File: src/rtl/div_issue_ctrl_pkg.sv
// Shared definitions for the divide issue controller.
// Opcode encodings and datapath constants.
package div_issue_ctrl_pkg;

  localparam int XLEN  = 64;
  localparam int OPC_W = 8;

  localparam logic [OPC_W-1:0] INST_DIV   = 8'h40;
  localparam logic [OPC_W-1:0] INST_DIVU  = 8'h41;
  localparam logic [OPC_W-1:0] INST_REM   = 8'h42;
  localparam logic [OPC_W-1:0] INST_REMU  = 8'h43;
  localparam logic [OPC_W-1:0] INST_DIVW  = 8'h44;
  localparam logic [OPC_W-1:0] INST_DIVUW = 8'h45;
  localparam logic [OPC_W-1:0] INST_REMW  = 8'h46;
  localparam logic [OPC_W-1:0] INST_REMUW = 8'h47;

  localparam logic [XLEN-1:0] ZERO_WORD = '0;

endpackage

File: src/rtl/div_operand_prep.sv
// Decodes divide opcodes, prepares W-variant operands and
// resolves divide-by-zero and signed overflow results.
module div_operand_prep
  import div_issue_ctrl_pkg::*;
#(
  parameter int XLEN_P  = XLEN,
  parameter int OPC_W_P = OPC_W
) (
  input  logic [OPC_W_P-1:0] opcode,
  input  logic [XLEN_P-1:0]  rs1,
  input  logic [XLEN_P-1:0]  rs2,
  output logic [XLEN_P-1:0]  numer,
  output logic [XLEN_P-1:0]  denom,
  output logic               is_div,
  output logic               is_w,
  output logic               is_special,
  output logic [XLEN_P-1:0]  special_result
);

  logic is_sgn;
  logic is_rem;
  logic den_zero;
  logic ovf;
  logic [XLEN_P-1:0] min_neg;

  always_comb begin
    is_div = 1'b0;
    is_w   = 1'b0;
    is_sgn = 1'b0;
    is_rem = 1'b0;
    unique case (opcode)
      OPC_W_P'(INST_DIV):   begin is_div = 1'b1; is_sgn = 1'b1; end
      OPC_W_P'(INST_DIVU):  begin is_div = 1'b1; end
      OPC_W_P'(INST_REM):   begin is_div = 1'b1; is_sgn = 1'b1; is_rem = 1'b1; end
      OPC_W_P'(INST_REMU):  begin is_div = 1'b1; is_rem = 1'b1; end
      OPC_W_P'(INST_DIVW):  begin is_div = 1'b1; is_w = 1'b1; is_sgn = 1'b1; end
      OPC_W_P'(INST_DIVUW): begin is_div = 1'b1; is_w = 1'b1; end
      OPC_W_P'(INST_REMW):  begin is_div = 1'b1; is_w = 1'b1; is_sgn = 1'b1; is_rem = 1'b1; end
      OPC_W_P'(INST_REMUW): begin is_div = 1'b1; is_w = 1'b1; is_rem = 1'b1; end
      default: ;
    endcase
  end

  always_comb begin
    numer = rs1;
    denom = rs2;
    if (is_w && is_sgn) begin
      numer = {{(XLEN_P-32){rs1[31]}}, rs1[31:0]};
      denom = {{(XLEN_P-32){rs2[31]}}, rs2[31:0]};
    end else if (is_w) begin
      numer = {{(XLEN_P-32){1'b0}}, rs1[31:0]};
      denom = {{(XLEN_P-32){1'b0}}, rs2[31:0]};
    end
  end

  // W overflow numerator is the sign-extended 32-bit minimum
  assign min_neg = is_w ? {{(XLEN_P-32){1'b1}}, 1'b1, 31'b0}
                        : {1'b1, {(XLEN_P-1){1'b0}}};

  assign den_zero   = (denom == '0);
  assign ovf        = is_sgn && (denom == '1) && (numer == min_neg);
  assign is_special = is_div && (den_zero || ovf);

  always_comb begin
    special_result = '0;
    if (den_zero)
      special_result = is_rem ? numer : '1;
    else if (ovf)
      special_result = is_rem ? '0 : numer;
  end

endmodule

File: src/rtl/div_issue_ctrl.sv
// Execute-stage sequencer for the iterative divider: accept,
// launch, wait for finish or timeout, then one-cycle write-back.
module div_issue_ctrl
  import div_issue_ctrl_pkg::*;
#(
  parameter int XLEN        = div_issue_ctrl_pkg::XLEN,
  parameter int OPC_W       = div_issue_ctrl_pkg::OPC_W,
  parameter int TIMEOUT_CYC = 80
) (
  input  logic             clk,
  input  logic             rst,
  input  logic             ex_valid,
  input  logic [OPC_W-1:0] ex_opcode,
  input  logic [XLEN-1:0]  ex_rs1_data,
  input  logic [XLEN-1:0]  ex_rs2_data,
  input  logic [4:0]       ex_rd_addr,
  input  logic             flush,
  output logic             stall_req,
  output logic             wb_valid,
  output logic [XLEN-1:0]  wb_data,
  output logic [4:0]       wb_rd,
  output logic             div_err,
  output logic [XLEN-1:0]  dv_numer,
  output logic [XLEN-1:0]  dv_denom,
  output logic [OPC_W-1:0] dv_opcode,
  output logic             dv_ready,
  input  logic [XLEN-1:0]  dv_result,
  input  logic             dv_finish
);

  localparam int CW = $clog2(TIMEOUT_CYC + 1);

  typedef enum logic [1:0] {
    S_IDLE,
    S_BUSY,
    S_DONE
  } state_t;

  state_t state;

  logic [CW-1:0]    cnt;
  logic [OPC_W-1:0] opc_q;
  logic [4:0]       rd_q;
  logic [XLEN-1:0]  numer_q;
  logic [XLEN-1:0]  denom_q;
  logic             is_w_q;

  logic [XLEN-1:0] p_numer;
  logic [XLEN-1:0] p_denom;
  logic            p_is_div;
  logic            p_is_w;
  logic            p_special;
  logic [XLEN-1:0] p_result;
  logic            accept;

  div_operand_prep #(
    .XLEN_P  (XLEN),
    .OPC_W_P (OPC_W)
  ) u_prep (
    .opcode         (ex_opcode),
    .rs1            (ex_rs1_data),
    .rs2            (ex_rs2_data),
    .numer          (p_numer),
    .denom          (p_denom),
    .is_div         (p_is_div),
    .is_w           (p_is_w),
    .is_special     (p_special),
    .special_result (p_result)
  );

  function automatic logic [XLEN-1:0] sext32(input logic [XLEN-1:0] v);
    return {{(XLEN-32){v[31]}}, v[31:0]};
  endfunction

  assign accept    = (state == S_IDLE) && ex_valid && p_is_div && !flush;
  assign stall_req = accept || (state == S_BUSY);

  // Divider-facing operands are only visible while a request is up
  assign dv_numer  = dv_ready ? numer_q : '0;
  assign dv_denom  = dv_ready ? denom_q : '0;
  assign dv_opcode = dv_ready ? opc_q : '0;

  always_ff @(posedge clk) begin
    if (rst) begin
      state    <= S_IDLE;
      cnt      <= '0;
      opc_q    <= '0;
      rd_q     <= '0;
      numer_q  <= '0;
      denom_q  <= '0;
      is_w_q   <= 1'b0;
      dv_ready <= 1'b0;
      wb_valid <= 1'b0;
      wb_data  <= '0;
      wb_rd    <= '0;
      div_err  <= 1'b0;
    end else if (flush) begin
      state    <= S_IDLE;
      cnt      <= '0;
      dv_ready <= 1'b0;
      wb_valid <= 1'b0;
      wb_data  <= '0;
      wb_rd    <= '0;
      div_err  <= 1'b0;
    end else begin
      wb_valid <= 1'b0;
      wb_data  <= '0;
      wb_rd    <= '0;
      div_err  <= 1'b0;
      unique case (state)
        S_IDLE: begin
          if (accept) begin
            opc_q   <= ex_opcode;
            rd_q    <= ex_rd_addr;
            numer_q <= p_numer;
            denom_q <= p_denom;
            is_w_q  <= p_is_w;
            cnt     <= '0;
            if (p_special) begin
              state    <= S_DONE;
              wb_valid <= 1'b1;
              wb_rd    <= ex_rd_addr;
              wb_data  <= p_is_w ? sext32(p_result) : p_result;
            end else begin
              state    <= S_BUSY;
              dv_ready <= 1'b1;
            end
          end
        end
        S_BUSY: begin
          if (dv_finish) begin
            state    <= S_DONE;
            dv_ready <= 1'b0;
            wb_valid <= 1'b1;
            wb_rd    <= rd_q;
            wb_data  <= is_w_q ? sext32(dv_result) : dv_result;
          end else if (cnt == CW'(TIMEOUT_CYC - 1)) begin
            state    <= S_DONE;
            dv_ready <= 1'b0;
            wb_valid <= 1'b1;
            wb_rd    <= rd_q;
            wb_data  <= ZERO_WORD;
            div_err  <= 1'b1;
          end else begin
            cnt <= cnt + 1'b1;
          end
        end
        S_DONE: state <= S_IDLE;
        default: state <= S_IDLE;
      endcase
    end
  end

endmodule

File: config.mk
export PLATFORM = sky130hd
export DESIGN_NAME = div_issue_ctrl
export DESIGN_NICKNAME = d
export VERILOG_FILES = /design/src/rtl/div_issue_ctrl_pkg.sv /design/src/rtl/div_operand_prep.sv /design/src/rtl/div_issue_ctrl.sv
export SDC_FILE = /design/constraint.sdc
export NUM_CORES = 1
export LEC_CHECK = 0
export ABC_AREA = 1
export BUFFER_PORTS_ARGS = -buffer_cell sky130_fd_sc_hd__buf_2
export CORE_AREA = 4 4 161 163
export DETAILED_ROUTE_END_ITERATION = 8
export DIE_AREA = 0 0 165 167
export PLACE_DENSITY_LB_ADDON = 0.3
export SYNTH_ARGS = -nofsm -noshare
export SYNTH_HDL_FRONTEND = slang
export SYNTH_SLANG_ARGS = --single-unit
File: constraint.sdc
create_clock -name clk -period 3.1 [get_ports clk]
set_input_delay 0.62 -clock clk [delete_from_list [all_inputs] [get_ports clk]]
set_output_delay 0.62 -clock clk [all_outputs]
set_load 0.01 [all_outputs]
==> tab_implementation.tex, run 1 <==
\begin{tabular}{lr}
\hline
Metric & Value \\
\hline
\multicolumn{2}{l}{\textbf{Outcome}} \\
\quad Run status & finished, final reports clean \\
\multicolumn{2}{l}{\textbf{Timing}} \\
\quad Total setup violations reported at the end of the flow & 0 \\
\quad Worst Slack Setup Final & 0.509 ns \\
\quad Relative slew margins & 27.3\% \\
\quad Fmax achieved & 0.386 GHz \\
\quad Setup Total Neg Slack & 0 ns \\
\quad Number of max-slew violations in the final report & 0 \\
\quad Final worst hold slack & 0.306 ns \\
\quad Final worst path period need & 2.59 ns \\
\quad Actual slew at the worst max-slew pin & 1.09 ns \\
\quad RSZ-0062 raised after global routing & false \\
\quad Fin Clk Skew & 0.00889 ns \\
\quad Part of the cycle the worst path needs & 83.6\% \\
\quad Number of failing hold endpoints at the final stage & 0 \\
\multicolumn{2}{l}{\textbf{Floorplanning}} \\
\quad Ports & 419 \\
\quad Site Rows & 57 \\
\quad Initial cell density of the core & 46.7\% \\
\quad Die width & 165 um \\
\quad Area inside the core boundary & 24,300 um\^{}2 \\
\quad Die outline area & 27,600 um\^{}2 \\
\quad Die Y-Extent & 167 um \\
\multicolumn{2}{l}{\textbf{Global routing}} \\
\quad Total GRT Usage & 28.7\% \\
\quad First-pass GRT wire length & 63.5 mm \\
\quad Number of global-route vias before repair & 11,900 \\
\quad Number of antenna violations at the first check in global routing & 4 \\
\quad Final global-route overflow total & 0 \\
\quad Largest net degree at the start of global routing & 78 \\
\multicolumn{2}{l}{\textbf{Finish}} \\
\quad Area growth, synth to finish & 29.7\% \\
\quad Final instance area & 14,700 um\^{}2 \\
\quad Total area of multi-input combinational cells & 5300 um\^{}2 \\
\quad Count of nets after finishing & 2,421 \\
\quad Register Area & 4470 um\^{}2 \\
\quad Final core occ & 60.6\% \\
\quad Fraction of layout instances using a drive strength above 1 & 23.5\% \\
\quad Total of fill cells in the finished design & 2,402 \\
\multicolumn{2}{l}{\textbf{Synth}} \\
\quad Distinct cell type count after synthesis & 30 \\
\quad Nets in the synthesized netlist & 2,052 \\
\quad Proportion of synthesized chip area in sequential cells & 39.3\% \\
\quad Number of enable flip-flop cells after synthesis & 0 \\
\quad Proportion of register bits with asynchronous set or reset after synthesis & 0\% \\
\quad Synth Instances & 1,841 \\
\quad Post-Synthesis Mean Instance Area & 6.17 um\^{}2 \\
\quad Netlist Area Pre-Place & 11,400 um\^{}2 \\
\quad Synthesis Warnings & 0 \\
\quad Share of the synthesized area in the top cell type & 39.3\% \\
\quad Synth Register Bits & 223 \\
\quad Cell taking the most area after synthesis & sky130\_fd\_sc\_hd\_\_dfxtp\_1 \\
\quad Top cells by area, synth & sky130\_fd\_sc\_hd\_\_dfxtp\_1 (39\%), sky130\_fd\_sc\_hd\_\_nand2\_1 (19\%), sky130\_fd\_sc\_hd\_\_inv\_1 (9.6\%), sky130\_fd\_sc\_hd\_\_nor2\_1 (5.8\%), sky130\_fd\_sc\_hd\_\_o21ai\_0 (5.4\%) \\
\quad Main synth FF type & sky130\_fd\_sc\_hd\_\_dfxtp\_1 \\
\quad Most instantiated cells after synthesis & sky130\_fd\_sc\_hd\_\_nand2\_1 (577), sky130\_fd\_sc\_hd\_\_inv\_1 (291), sky130\_fd\_sc\_hd\_\_dfxtp\_1 (223), sky130\_fd\_sc\_hd\_\_nor2\_1 (177), sky130\_fd\_sc\_hd\_\_o21ai\_0 (123) \\
\quad Library cell with the highest instance count after synthesis & sky130\_fd\_sc\_hd\_\_nand2\_1 \\
\multicolumn{2}{l}{\textbf{Clock tree}} \\
\quad Max Root-Sink Buffers & 3 \\
\quad Number of buffers added by the clock tree synthesis step & 25 \\
\quad CTS tree & done \\
\quad Number of resized instances in the post-cts repair step & 0 \\
\quad H-tree depth & 1 \\
\quad Clock slew at reported path FFs & 0.06 ns \\
\quad Buffer count from post-CTS setup fixing & 0 \\
\quad Cell at the root of the clock tree & sky130\_fd\_sc\_hd\_\_clkbuf\_16 \\
\quad Worst-skew pair later-pin latency & 0.53 ns \\
\quad Hold bufs inserted after CTS & 0 \\
\quad Number of sinks on the clock net & 223 \\
\multicolumn{2}{l}{\textbf{Setup path}} \\
\quad Type of element capturing the critical path & output pin \\
\quad Data arrival time at the worst-slack endpoint & 1.97 ns \\
\quad R2r setup slk & 1.21 ns \\
\quad Crit Path Category & in -> out \\
\quad Required time of the worst setup path & 2.48 ns \\
\quad Startpoint class of the critical path & input port \\
\quad CP max FO & 4 \\
\quad Chain of cells forming the critical path & buf\_2 -> nor2\_2 -> nand2\_1 -> nor2\_1 -> buf\_4 -> nand4\_1 -> nand2\_1 -> buf\_2 \\
\quad Slowest stage delay, CP & 0.22 ns \\
\quad Slowest cell on the critical path & sky130\_fd\_sc\_hd\_\_nand2\_1 \\
\multicolumn{2}{l}{\textbf{Detailed routing}} \\
\quad Antenna viol nets, final & 0 \\
\quad Met2 routed WL & 19.3 mm \\
\quad Highest routed layer & met5 \\
\quad Met3 wire length & 3.84 mm \\
\quad Count of unresolved DRC violations after routing & 0 \\
\quad Router iterations before antenna repair & 6 \\
\quad Via count of the routed design & 13,100 \\
\quad Avg WL per Cell & 16.4 um \\
\quad Vias per cell & 5.12 \\
\quad Met1 wire length & 16.8 mm \\
\quad Total routed wirelength & 41.9 mm \\
\quad Number of DRC violations after detailed-routing iteration 0 & 1,299 \\
\multicolumn{2}{l}{\textbf{Placed design}} \\
\quad Count of input and output buffers & 418 \\
\quad Final RePlAce weighted congestion & 0.920 \\
\quad HPWL after detailed placement & 31.4 mm \\
\quad Post-place setup slack & 0.111 ns \\
\quad Cell Area, Placed & 13,900 um\^{}2 \\
\multicolumn{2}{l}{\textbf{Power and ir drop}} \\
\quad Static leakage power & 0.00890 uW \\
\quad Total power divided by cell area & 431 nW/um\^{}2 \\
\quad Peak supply drop & 275 uV \\
\multicolumn{2}{l}{\textbf{Min path}} \\
\quad Classification of the worst-slack hold path & in -> reg \\
\multicolumn{2}{l}{\textbf{Job}} \\
\quad Max-cap violation count & 0 \\
\hline
\end{tabular}
cells in the final DEF, fill, tap and decap left out, types with 2 or more instances in the layout:
cell and count:
sky130_fd_sc_hd__nand2_1 577, sky130_fd_sc_hd__buf_2 418, sky130_fd_sc_hd__inv_1 290, sky130_fd_sc_hd__dfxtp_1 222, sky130_fd_sc_hd__nor2_1 176, sky130_fd_sc_hd__o21ai_0 123, sky130_fd_sc_hd__a21oi_1 116, sky130_fd_sc_hd__nand3_1 90
sky130_fd_sc_hd__o211ai_1 47, sky130_fd_sc_hd__buf_4 29, sky130_fd_sc_hd__nor3_1 26, sky130_fd_sc_hd__clkbuf_16 25, sky130_fd_sc_hd__nand4_1 19, sky130_fd_sc_hd__buf_12 15, sky130_fd_sc_hd__clkbuf_8 9, sky130_fd_sc_hd__clkinv_2 5
sky130_fd_sc_hd__nor4_1 5, sky130_fd_sc_hd__inv_2 4, sky130_fd_sc_hd__clkbuf_1 4, sky130_fd_sc_hd__diode_2 3, sky130_fd_sc_hd__nor2_4 3, sky130_fd_sc_hd__or2_2 3, sky130_fd_sc_hd__nand2_2 3, sky130_fd_sc_hd__nand3b_1 3
sky130_fd_sc_hd__nor2_2 2, sky130_fd_sc_hd__inv_6 2, sky130_fd_sc_hd__nor3b_1 2, sky130_fd_sc_hd__xor2_1 2
state kept, by name, summed over array words and instances, names as in the netlist:
name,flops
cnt,7
wb_rd,5
wb_valid,1
wb_data,64
is_w_q,1
opc_q,8
dv_ready,1
div_err,1
rd_q,5
numer_q,64
denom_q,64
state,2
cells by family (layout without fill, tap and decap cells):
family	Yosys count	in the layout	share of synthesized area [%]
and+or+nand+nor	911	911	32.5
buffers and inverters	416	803	14.2
AOI/OAI and AO/OA	288	288	13.7
DFF	223	223	39.3
xor gates and xnor gates	2	2	0.154
adders and majority gates	1	1	0.110
other	0	3	0
worst paths after layout:
kind / from / endpoint / cells after the start
worst max register to register: state[0] / wb_data[54] / 7
worst min register to register: opc_q[5] / opc_q[5] / 2
worst max-delay path: ex_opcode[4] / stall_req / 8
worst min-delay path: dv_finish / div_err / 2
power breakdown:
group	internal [uW]	total (uW)	leakage, uW	switching (uW)
sequential	2880	2880	0.00180	6.97
clock	1780	3000	0.000412	1220
combinational	180	471	0.00670	291
metrics by stage:
stage          instances  total power, uW
2_1_floorplan       1841             3160
3_3_place_gp        2507             3410
3_5_place_dp        2507             3410
4_1_cts             2552             6390
5_1_grt             2555             6560
6_report            2555             6360
final cells by class:
class,instances,share of cell area (%)
Multi-Input combinational cell,1202,35.9
Sequential cell,223,30.3
Timing Repair Buffer,462,17.7
Inverter,296,7.58
Clock buffer,38,5.19
Tap cell,324,2.75
Clock inverter,7,0.450
Antenna cell,3,0.0509
critical path: cells and delay by family:
| family | cells | cell delay (ns) |
|---|---|---|
| AND/OR/NAND/NOR | 5 | 0.90 |
| buffers and inverters | 3 | 0.45 |
metal layers:
layer | global-route usage, % | up-vias
met5 | 0 | -
met3 | 5.39 | 112
met1 | 37.4 | 5869
li1 | - | 6413
met2 | 46.4 | 687
met4 | 12.1 | 2
Note: power is estimated with default switching activity, not from simulation.
==> inputs of run 2 (changes only) <==
==> constraint.sdc (replaced) <==
create_clock -name clk -period 2.4 [get_ports clk]
set_input_delay 0.48 -clock clk [delete_from_list [all_inputs] [get_ports clk]]
set_output_delay 0.48 -clock clk [all_outputs]
set_load 0.01 [all_outputs]
==> run 2 against run 1 <==
Setup slack got worse by 0.45 ns. First-iteration DRC count up 2.2%. Wire length up 4.4%. Power is 31% higher. Design area grew 7.5%. Cell count increased by 4.7%. Core utilization is 4.5 points higher. Hold slack lost 0.12 ns. Critical endpoint is now wb_data[12]. Largest cell class unchanged. Highest routed layer unchanged.
==> tab_implementation.tex, run 2 (synthesis gave the netlist of run 1 again) <==
\begin{tabular}{lr}
\hline
Metric & Value \\
\hline
\multicolumn{2}{l}{\textbf{Outcome}} \\
\quad Run status & finished, final reports clean (unchanged) \\
\multicolumn{2}{l}{\textbf{Detailed routing}} \\
\quad Count of unresolved DRC violations after routing & 0 (unchanged) \\
\quad Total routed wirelength & 43.7 mm (was 41.9 mm) \\
\quad Via count of the routed design & 13,500 (was 13,100) \\
\quad Router iterations before antenna repair & 6 (unchanged) \\
\quad Avg WL per Cell & 16.3 um (was 16.4 um) \\
\quad Vias per cell & 5.03 (was 5.12) \\
\quad Antenna viol nets, final & 0 (unchanged) \\
\quad Number of DRC violations after detailed-routing iteration 0 & 1,327 (was 1,299) \\
\multicolumn{2}{l}{\textbf{Placed design}} \\
\quad Cell Area, Placed & 14,800 um\^{}2 (was 13,900 um\^{}2) \\
\quad Count of input and output buffers & 418 (unchanged) \\
\quad HPWL after detailed placement & 32.9 mm (was 31.4 mm) \\
\quad Final RePlAce weighted congestion & 0.977 (was 0.920) \\
\multicolumn{2}{l}{\textbf{Clock tree}} \\
\quad Worst-skew pair later-pin latency & 0.51 ns (was 0.53 ns) \\
\quad Hold bufs inserted after CTS & 0 (unchanged) \\
\quad Clock slew at reported path FFs & 0.06 ns (about the same) \\
\quad Number of sinks on the clock net & 223 (unchanged) \\
\quad Max Root-Sink Buffers & 3 (unchanged) \\
\quad CTS tree & done (unchanged) \\
\quad Cell at the root of the clock tree & sky130\_fd\_sc\_hd\_\_clkbuf\_16 (unchanged) \\
\quad Number of buffers added by the clock tree synthesis step & 25 (unchanged) \\
\quad H-tree depth & 1 (unchanged) \\
\multicolumn{2}{l}{\textbf{Min path}} \\
\quad Hold wc startpoint & dv\_finish (unchanged) \\
\quad Hold endpoint & div\_err (unchanged) \\
\quad Number of cells traversed by the worst hold path & 2 (unchanged) \\
\quad Classification of the worst-slack hold path & in -> reg (unchanged) \\
\multicolumn{2}{l}{\textbf{Timing}} \\
\quad Fmax achieved & 0.427 GHz \\
\quad Number of max-slew violations in the final report & 0 (unchanged) \\
\quad Fin Clk Skew & 0.0158 ns (was 0.00889 ns) \\
\quad Part of the cycle the worst path needs & 97.5\% \\
\quad Total setup violations reported at the end of the flow & 0 (unchanged) \\
\quad Number of failing hold endpoints at the final stage & 0 (unchanged) \\
\quad Final worst path period need & 2.34 ns \\
\quad Actual slew at the worst max-slew pin & 0.480 ns (was 1.09 ns) \\
\quad RSZ-0062 raised after global routing & true (was false) \\
\quad Final worst hold slack & 0.184 ns (was 0.306 ns) \\
\quad Relative slew margins & 67.7\% (was 27.3\%) \\
\multicolumn{2}{l}{\textbf{Setup path}} \\
\quad Startpoint class of the critical path & input port (unchanged) \\
\quad Reg-to-reg startpoint & state[1] (was state[0]) \\
\quad R2r setup slk & 0.51 ns (was 1.21 ns) \\
\quad Terminus of the critical flop-to-flop path & wb\_data[29] (was wb\_data[54]) \\
\quad Type of element capturing the critical path & flop (was output pin) \\
\quad Required time of the worst setup path & 2.85 ns (was 2.48 ns) \\
\quad Launch point of the worst path & ex\_opcode[7] (was ex\_opcode[4]) \\
\quad Data arrival time at the worst-slack endpoint & 2.79 ns (was 1.97 ns) \\
\quad Crit Path Category & in -> reg (was in -> out) \\
\quad Number of cells traversed by the worst register-to-register path & 9 (was 7) \\
\quad CP max FO & 16 (was 4) \\
\multicolumn{2}{l}{\textbf{Power and ir drop}} \\
\quad Peak supply drop & 458 uV (was 275 uV) \\
\quad Total power divided by cell area & 525 nW/um\^{}2 (was 431 nW/um\^{}2) \\
\quad Static leakage power & 0.00955 uW (was 0.00890 uW) \\
\quad Total power consumption of the routed design & 8310 uW (was 6360 uW) \\
\multicolumn{2}{l}{\textbf{Floorplanning}} \\
\quad Die outline area & 27,600 um\^{}2 (unchanged) \\
\quad Die width & 165 um (unchanged) \\
\quad Ports & 419 (unchanged) \\
\quad Area inside the core boundary & 24,300 um\^{}2 (unchanged) \\
\quad Initial cell density of the core & 46.7\% (unchanged) \\
\quad Die Y-Extent & 167 um (unchanged) \\
\quad Site Rows & 57 (unchanged) \\
\multicolumn{2}{l}{\textbf{Global routing}} \\
\quad Number of global-route vias before repair & 12,700 (was 11,900) \\
\quad Number of antenna violations at the first check in global routing & 3 (was 4) \\
\quad Largest net degree at the start of global routing & 88 (was 78) \\
\quad First-pass GRT wire length & 66.3 mm (was 63.5 mm) \\
\quad Total GRT Usage & 29.8\% (was 28.7\%) \\
\quad Final global-route overflow total & 0 (unchanged) \\
\multicolumn{2}{l}{\textbf{Finish}} \\
\quad Final instance area & 15,800 um\^{}2 (was 14,700 um\^{}2) \\
\quad Largest registers & denom\_q: 64 flops, numer\_q: 64 flops, wb\_data: 64 flops (unchanged) \\
\quad Count of nets after finishing & 2,544 (was 2,421) \\
\quad Fraction of layout instances using a drive strength above 1 & 27.8\% (was 23.5\%) \\
\quad Area growth, synth to finish & 39.4\% (was 29.7\%) \\
\quad Most frequent standard cell in the layout excluding fill and tap cells & sky130\_fd\_sc\_hd\_\_nand2\_1 (unchanged) \\
\quad Final core occ & 65.1\% (was 60.6\%) \\
\quad Commonest non-fill, non-tap cells in the layout & sky130\_fd\_sc\_hd\_\_nand2\_1 (573), sky130\_fd\_sc\_hd\_\_buf\_2 (418), sky130\_fd\_sc\_hd\_\_inv\_1 (290) (was sky130\_fd\_sc\_hd\_\_nand2\_1 (577), sky130\_fd\_sc\_hd\_\_buf\_2 (418), sky130\_fd\_sc\_hd\_\_inv\_1 (290)) \\
\multicolumn{2}{l}{\textbf{Job}} \\
\quad Max-cap violation count & 0 (unchanged) \\
\hline
\end{tabular}
run 2: what timing repair did:
item / 4_1_cts / 5_1_grt
setup buffers: 0 / 5
setup endpoints to repair: 0 / 78
gates resized for setup: 0 / 18
run 2: worst max path at each step:
stage / to / slack (ns) / cells past startpoint
6_report: wb_data[12] / 0.06 / 19
5_1_grt: wb_rd[1] / -0.06 / 19
4_1_cts: stall_req / 0.05 / 9
3_5_place_dp: wb_data[29] / -0.44 / 17
3_3_place_gp: wb_data[29] / -0.41 / 18
2_1_floorplan: wb_data[11] / 0.13 / 19
run 2: stage by stage:
step	setup WS (ns)	TNS (ns)	std cells
floorplan	0.133	0	1841
global placement	-0.407	-21.28	2619
detailed placement	-0.443	-24.97	2619
CTS	0.0462	0	2663
global route	-0.0568	-0.945	2676
finish	0.0596	0	2676
run 2: cell type report:
type	count	area (um^2)
Clock buffer	37	701
Clock inverter	7	113
Sequential cell	223	4470
Tap cell	324	405
Antenna cell	2	5.00
Timing Repair Buffer	585	3680
Multi-Input combinational cell	1202	5350
Fill cell	2312	8480
Inverter	296	1120
run 2: critical path, cell delays in order:
cell and delay, ns:
sky130_fd_sc_hd__buf_2 0.12, sky130_fd_sc_hd__inv_1 0.05, sky130_fd_sc_hd__nand2_1 0.06, sky130_fd_sc_hd__nor2_2 0.15, sky130_fd_sc_hd__nand4_1 0.12, sky130_fd_sc_hd__buf_4 0.18
sky130_fd_sc_hd__buf_12 0.14, sky130_fd_sc_hd__nand2_1 0.08, sky130_fd_sc_hd__nand2_1 0.08, sky130_fd_sc_hd__nor2_2 0.13, sky130_fd_sc_hd__nand3_2 0.10, sky130_fd_sc_hd__a21oi_2 0.13
sky130_fd_sc_hd__nand2_1 0.09, sky130_fd_sc_hd__nand2_2 0.08, sky130_fd_sc_hd__nand2_1 0.16, sky130_fd_sc_hd__buf_4 0.24, sky130_fd_sc_hd__nor3_1 0.20, sky130_fd_sc_hd__a21oi_1 0.08
sky130_fd_sc_hd__nor2_1 0.09
run 2: power by group:
| part | total (uW) | switching [uW] | internal [uW] |
|---|---|---|---|
| Clock | 3850 | 1520 | 2330 |
| Combinational | 732 | 404 | 328 |
| Sequential | 3730 | 9.33 | 3720 |
run 2: per-layer routing:
| layer | track usage, % | wire length [um] |
|---|---|---|
| met1 | 39.2 | 18100 |
| met2 | 48.3 | 20200 |
| met3 | 4.55 | 3540 |
| met4 | 12.9 | 1940 |
| met5 | 0 | 13 |
